File: src/rtl/chess_clock_ctrl.sv
// rtl/chess_clock_ctrl.sv - two-player chess clock FSM with per-player mm:ss countdown
// Optional per-move increment enabled by defining CHESS_CLOCK_INCREMENT_EN.
module chess_clock_ctrl #(
    parameter int INIT_MIN = 5,
    parameter int INIT_SEG = 0,
    parameter int INC_SEG  = 2
) (
    input  logic       clk,
    input  logic       rst_n,
    input  logic       tick,
    input  logic       start,
    input  logic       pause,
    input  logic       btn1,
    input  logic       btn2,
    output logic [5:0] min1,
    output logic [5:0] seg1,
    output logic [5:0] min2,
    output logic [5:0] seg2,
    output logic       turn,
    output logic       running,
    output logic       flag1,
    output logic       flag2
);

    typedef enum logic [2:0] {IDLE, RUN1, RUN2, PAUSE, FLAG} state_t;

    localparam logic [5:0] INIT_M = 6'(INIT_MIN);
    localparam logic [5:0] INIT_S = 6'(INIT_SEG);
    localparam logic [6:0] INC_S  = 7'(INC_SEG);

    state_t     state_q, state_d;
    logic [5:0] min1_q, min1_d, seg1_q, seg1_d;
    logic [5:0] min2_q, min2_d, seg2_q, seg2_d;
    logic       turn_q, turn_d, running_q, running_d;
    logic       flag1_q, flag1_d, flag2_q, flag2_d;

    // One-second countdown that sticks at 0:00 rather than wrapping.
    function automatic logic [11:0] dec_time(input logic [5:0] m, input logic [5:0] s);
        if (s != 6'd0)
            return {m, s - 6'd1};
        else if (m != 6'd0)
            return {m - 6'd1, 6'd59};
        else
            return {m, s};
    endfunction

    // Adds the move bonus with seconds carry; saturates at 59:59.
    function automatic logic [11:0] inc_time(input logic [5:0] m, input logic [5:0] s);
        logic [6:0] ss;
        logic [6:0] mm;
        ss = {1'b0, s} + INC_S;
        mm = {1'b0, m};
        if (ss >= 7'd60) begin
            ss = ss - 7'd60;
            mm = mm + 7'd1;
        end
        if (mm > 7'd59)
            return {6'd59, 6'd59};
        return {mm[5:0], ss[5:0]};
    endfunction

    always_comb begin
        state_d = state_q;
        min1_d  = min1_q;
        seg1_d  = seg1_q;
        min2_d  = min2_q;
        seg2_d  = seg2_q;
        turn_d  = turn_q;
        flag1_d = flag1_q;
        flag2_d = flag2_q;
        case (state_q)
            IDLE: begin
                if (start)
                    state_d = RUN1;
            end
            RUN1: begin
                if (tick)
                    {min1_d, seg1_d} = dec_time(min1_q, seg1_q);
                // Flag beats both pause and a same-cycle move.
                if ({min1_d, seg1_d} == 12'd0) begin
                    state_d = FLAG;
                    flag1_d = 1'b1;
                end else if (pause) begin
                    state_d = PAUSE;
                end else if (btn1) begin
                    state_d = RUN2;
                    turn_d  = 1'b1;
`ifdef CHESS_CLOCK_INCREMENT_EN
                    {min1_d, seg1_d} = inc_time(min1_d, seg1_d);
`endif
                end
            end
            RUN2: begin
                if (tick)
                    {min2_d, seg2_d} = dec_time(min2_q, seg2_q);
                if ({min2_d, seg2_d} == 12'd0) begin
                    state_d = FLAG;
                    flag2_d = 1'b1;
                end else if (pause) begin
                    state_d = PAUSE;
                end else if (btn2) begin
                    state_d = RUN1;
                    turn_d  = 1'b0;
`ifdef CHESS_CLOCK_INCREMENT_EN
                    {min2_d, seg2_d} = inc_time(min2_d, seg2_d);
`endif
                end
            end
            PAUSE: begin
                if (pause)
                    state_d = turn_q ? RUN2 : RUN1;
            end
            FLAG: begin
                if (start) begin
                    state_d = IDLE;
                    min1_d  = INIT_M;
                    seg1_d  = INIT_S;
                    min2_d  = INIT_M;
                    seg2_d  = INIT_S;
                    turn_d  = 1'b0;
                    flag1_d = 1'b0;
                    flag2_d = 1'b0;
                end
            end
            default: state_d = IDLE;
        endcase
        running_d = (state_d == RUN1) || (state_d == RUN2);
    end

    always_ff @(posedge clk) begin
        if (!rst_n) begin
            state_q   <= IDLE;
            min1_q    <= INIT_M;
            seg1_q    <= INIT_S;
            min2_q    <= INIT_M;
            seg2_q    <= INIT_S;
            turn_q    <= 1'b0;
            running_q <= 1'b0;
            flag1_q   <= 1'b0;
            flag2_q   <= 1'b0;
        end else begin
            state_q   <= state_d;
            min1_q    <= min1_d;
            seg1_q    <= seg1_d;
            min2_q    <= min2_d;
            seg2_q    <= seg2_d;
            turn_q    <= turn_d;
            running_q <= running_d;
            flag1_q   <= flag1_d;
            flag2_q   <= flag2_d;
        end
    end

    assign min1    = min1_q;
    assign seg1    = seg1_q;
    assign min2    = min2_q;
    assign seg2    = seg2_q;
    assign turn    = turn_q;
    assign running = running_q;
    assign flag1   = flag1_q;
    assign flag2   = flag2_q;

endmodule
File: config.mk
export PLATFORM = sky130hd
export DESIGN_NAME = chess_clock_ctrl
export DESIGN_NICKNAME = d
export VERILOG_FILES = /design/src/rtl/chess_clock_ctrl.sv
export SDC_FILE = /design/constraint.sdc
export NUM_CORES = 1
export LEC_CHECK = 0
export BUFFER_PORTS_ARGS = -buffer_cell sky130_fd_sc_hd__buf_2
export CAP_MARGIN = 5
export CELL_PAD_IN_SITES_DETAIL_PLACEMENT = 0
export CELL_PAD_IN_SITES_GLOBAL_PLACEMENT = 1
export CORE_MARGIN = 3
export CORE_UTILIZATION = 41
export CTS_BUF_LIST = sky130_fd_sc_hd__clkbuf_16
export DETAILED_ROUTE_END_ITERATION = 7
export GPL_TIMING_DRIVEN = 0
export PLACE_DENSITY_LB_ADDON = 0.1
export SYNTH_ARGS = -nofsm -noshare
export SYNTH_HDL_FRONTEND = slang
export SYNTH_SLANG_ARGS = --single-unit
File: constraint.sdc
create_clock -name clk -period 3.7 [get_ports clk]
set_input_delay 0.74 -clock clk [delete_from_list [all_inputs] [get_ports clk]]
set_output_delay 0.74 -clock clk [all_outputs]
set_load 0.02 [all_outputs]
Yosys cells after proc, flatten, opt, wreduce, memory -nomap -nowiden --
Cells that the tools add are included.
Operators by class: add/subtract/negate cells 4, muxes and demuxes 41, eq/ne operators 15, reductions and logical operators 16
Operators by type and width (count):
- $mux 6 | 10
- $mux 12 | 4
- $pmux 6 s2 | 4
- $mux 3 | 9
- $logic_not 12->1 | 2
- $reduce_bool 6->1 | 4
- $sub 6x1->6 const B | 4
- $ne 2x2->1 const B | 9
- $pmux 3 s5 | 1
- $eq 3x2->1 const B | 3
- $mux 1 | 9
- $reduce_and 8->1 | 1
- $eq 3x1->1 const B | 2
- $reduce_and 3->1 | 2
- $pmux 1 s2 | 2
- $reduce_and 2->1 | 2
- $reduce_bool 2->1 | 2
- $eq 3x3->1 const B | 1
- $logic_not 3->1 | 1
- $pmux 1 s3 | 1
- $reduce_bool 3->1 | 1
- $mux 2 | 1
- $logic_or 1x1->1 | 1
Storage, ports and cells: register bits after elaboration 31

Depth between registers and ports, before layout --
depth after elaboration 10, mapped depth 11, depth with buffers taken out 10

Worst setup path before layout --
No wires, ideal clock.
path kind register to register, from register seg1_q[0] (netlist: seg1[0]), to register running_q (netlist: running), arrival 2655 ps, setup time 123 ps, slack 922 ps, cell stages (with the launch flop) 12, required time 3577 ps, buffers on the path 1, path through dfxtp_1 > clkbuf_1 > inv_1 > ha_1 > and4bb_1 > and3_1 > a31o_2 > a2111oi_2 > nand3_1 > a221oi_1 > nand2b_1 > mux2i_1
Between the ends: cells in the longest elaborated chain, start to end 9, elaborated cells between the ends (all ways) 14, classes of those cells add/sub (1); eq/ne (2); mux (8); reduce/logical (3)
RTL lines:
- from (decl) | RTL line 32 | logic [5:0] min1_q, min1_d, seg1_q, seg1_d;
- from (signal assigned) | RTL line 144 | seg1_q <= seg1_d;
- $sub 6x1->6, or another cell as far along | RTL line 40 | return {m, s - 6'd1};
- $mux 12 | RTL line 39 | if (s != 6'd0)
- $mux 6 | RTL line 77 | if (tick)
- $mux 6 | RTL line 71 | case (state_q)
- $logic_not 12->1 * | RTL line 80 | if ({min1_d, seg1_d} == 12'd0) begin
- $mux 3 * | RTL line 80
- $pmux 3 s5 * | RTL line 71
- $eq 3x1->1 or $eq 3x2->1 (tied branches) | RTL line 127 | running_d = (state_d == RUN1) || (state_d == RUN2);
- $logic_or 1x1->1 * | RTL line 127
- to (signal assigned) | RTL line 148 | running_q <= running_d;
- to (decl) | RTL line 34 | logic turn_q, turn_d, running_q, running_d;
Every way passes the cells marked *; elsewhere a longest branch is shown, timed or not. The select of a mux whose other input is x is not followed. A chain may end at the register's enable or synchronous reset.

Worst setup path after layout --
Same ends and word-level chain as after synthesis.

==> flow_summary.json <==
{
  "core_area_um2": 4942,
  "path_buf_inv": 2,
  "hold_viol_final": 0,
  "synth_edf_count": 0,
  "cts_root_buf": "clkbuf_16",
  "clkSinkCount": 31,
  "drtIter0Drc": 269,
  "worst_path_largest_cell_delay_ns": 0.43,
  "outcome": "complete, no violations",
  "antenna_found_initial": 0,
  "grt.overflow.total": 0,
  "totalWireLength_mm": 6.013,
  "crit_type": "flop to flop",
  "relSlewSlack": 0.5818,
  "synth.net_count": 305,
  "cts_tree": "built",
  "hpwl_mm": 4.399,
  "path_clk_slew_ns": 0.05,
  "powerDensity_nw_per_um2": 388.8,
  "num_vias": 2311,
  "firstDrtPassIters": 5,
  "tns_ns": 0,
  "p_total_uw": 997.9,
  "worst_setup_path_end_kind": "flop",
  "area_delta_synth_final_pct": 17.27,
  "grt_pass1_wl_mm": 9.949,
  "start_util": 0.4428,
  "r2r_cells": 11,
  "ios": 35,
  "period_share": 0.8500,
  "diodes": 0,
  "routedWlPerCell_um": 15.03,
  "hold_class": "flop to flop",
  "drive_above_1_share": 0.1682,
  "crit_fanout": 9,
  "cts-htree-levels": 2,
  "clock_skew_ns": 0.003862,
  "chipHeight_um": 79.06,
  "rows": 25,
  "final_cell_mix": "nor2_1, buf_2, dfxtp_1",
  "cpMaxStageDelayCell": "a221oi_1",
  "grt_usage": 0.1994,
  "crit_arrival_ns": 3.30,
  "grt_max_degree": 11,
  "synth_warnings": 0,
  "port_buffers": 33,
  "leakage_nw": 1.000,
  "crit_chain": "clkbuf_1 > inv_1 > ha_1 > and4bb_1 > and3_1 > a31o_2 > a2111oi_2 > nand3_1 > a221oi_1 > nand2b_1 > mux2i_1",
  "rsz0062_at_grt": "no",
  "cts_hold_buf": 0,
  "cts_resized": 0,
  "mostFrequentLayoutCell": "nor2_1",
  "rr_endpoint": "running$_SDFF_PN0_",
  "synth_area_um2": 2188,
  "max_slew.worst_pin.slew_ns": 0.6226,
  "rr_startpoint": "seg1[0]$_SDFFE_PN0P_",
  "required_ns": 3.85,
  "start_kind": "flop",
  "cts_setup_buffers": 0,
  "synth-seq-cells": 31,
  "ys.flop_type": "dfxtp_1",
  "route.detailed.drc": 0,
  "ir_drop_mv": 0.2168,
  "die_w_um": 79.06,
  "holdPathStages": 2,
  "reg2reg_slack_ns": 0.55,
  "path_depth": 11,
  "max_freq_mhz": 318.0,
  "crit_end": "running$_SDFF_PN0_",
  "maxCapViolCount": 0,
  "critical_path.top_delay_family": "compound AO/OA/AOI/OAI gates",
  "postLayoutCoreUtil": 0.5192,
  "yosysSeqAreaShare": 0.2836,
  "drv_slew": 0,
  "synth_cells": 294,
  "via_per_inst": 5.778,
  "cts_buffer_depth": 2,
  "antenna_left": 0,
  "async_flop_share": 0,
  "report.final.setup_viol": 0,
  "place_congestion": 0.8881,
  "fill_cells": 516,
  "crit_start": "seg1[0]$_SDFFE_PN0P_",
  "fin_crit_ns": 3.145,
  "clock_latency_ns": 0.27,
  "synth.distinct_cells": 61,
  "nets": 345,
  "grt_pass1_vias": 1992,
  "synth_area_per_cell_um2": 7.443,
  "cts_buffers": 5,
  "die-area_um2": 6250
}
==> logic make-up after synthesis <==
logic type / after synthesis / synth area share
xor gates and xnor gates: 1 / 0.004003
and+or+nand+nor: 144 / 0.3585
DFF: 31 / 0.2836
muxes: 8 / 0.03774
AOI/OAI and AO/OA: 73 / 0.2333
buffers and inverters: 33 / 0.06003
adders and majority gates: 4 / 0.02287
==> state kept, by name, summed over array words and instances, names as in the netlist <==
name / flops
state_q: 3
min2: 6
turn: 1
min1: 6
flag1: 1
running: 1
flag2: 1
seg2: 6
seg1: 6
==> worst min-delay path by stage <==
stage	start	slack, ns	to
after floorplan	flag1$_SDFFE_PN0P_	0.53	flag1$_SDFFE_PN0P_
after global placement	flag2$_SDFFE_PN0P_	0.44	flag2$_SDFFE_PN0P_
after detailed placement	flag2$_SDFFE_PN0P_	0.45	flag2$_SDFFE_PN0P_
after CTS	flag2$_SDFFE_PN0P_	0.46	flag2$_SDFFE_PN0P_
after global routing	flag2$_SDFFE_PN0P_	0.48	flag2$_SDFFE_PN0P_
final	flag2$_SDFFE_PN0P_	0.45	flag2$_SDFFE_PN0P_
==> where the power goes <==
part | internal (mW) | switching [mW] | total (mW)
Combinational | 0.0942 | 0.163 | 0.257
Clock | 0.238 | 0.136 | 0.374
Sequential | 0.350 | 0.0159 | 0.366
Total | 0.683 | 0.315 | 0.998
==> stage by stage <==
stage	hold slack [ns]	cell area [µm²]	worst slack, ns	std cells
3_5_place_dp	0.4463	2437	0.5224	394
5_1_grt	0.4794	2566	0.3204	400
4_1_cts	0.4550	2566	0.5605	400
3_3_place_gp	0.4429	2437	0.5697	394
6_report	0.4544	2566	0.5550	400
2_1_floorplan	0.5345	2188	0.9220	294
==> routing by layer <==
metal | vias up | share of wire | track usage
met3 | 8 | 0.048 | 0.03855
met2 | 76 | 0.43 | 0.3005
met5 | - | 0 | 0
li1 | 1157 | - | -
met4 | 0 | 0.015 | 0.05498
met1 | 1070 | 0.50 | 0.2882
==> worst register-to-register path: cells and delay by family (launching register included) <==
family / cells / cell delay, ns
adders and majority gates: 1 / 0.29
DFF: 1 / 0.31
AOI/OAI and AO/OA: 3 / 1.06
muxes: 1 / 0.08
and+or+nand+nor: 4 / 0.89
buffers and inverters: 2 / 0.38
==> area by class of cell <==
cell class	instances	area [µm²]	share of cell area
multi-input combinational	230	1436	0.5597
clock inverter	1	3.754	0.001463
clock buffer	5	125.1	0.04876
inverter	14	52.55	0.02048
tap	67	83.83	0.03267
timing repair buffer	33	165.2	0.06436
sequential	31	620.6	0.2418
buffer	19	78.83	0.03072
==> synth_stat cells, types with 5 or more instances <==
library cell / count / area [µm²]
clkbuf_1: 18 / 67.56
dfxtp_1: 31 / 620.6
inv_1: 14 / 52.55
mux2i_1: 6 / 60.06
nor2b_1: 5 / 31.28
nand4_1: 5 / 31.28
nor2_1: 40 / 150.1
o21ai_0: 10 / 50.05
and2_1: 8 / 50.05
a21oi_1: 25 / 125.1
nand3_1: 7 / 35.03
nor3_1: 14 / 70.07
nand2b_1: 6 / 37.54
nand2_1: 26 / 97.59
(Power assumes the default switching activity.)
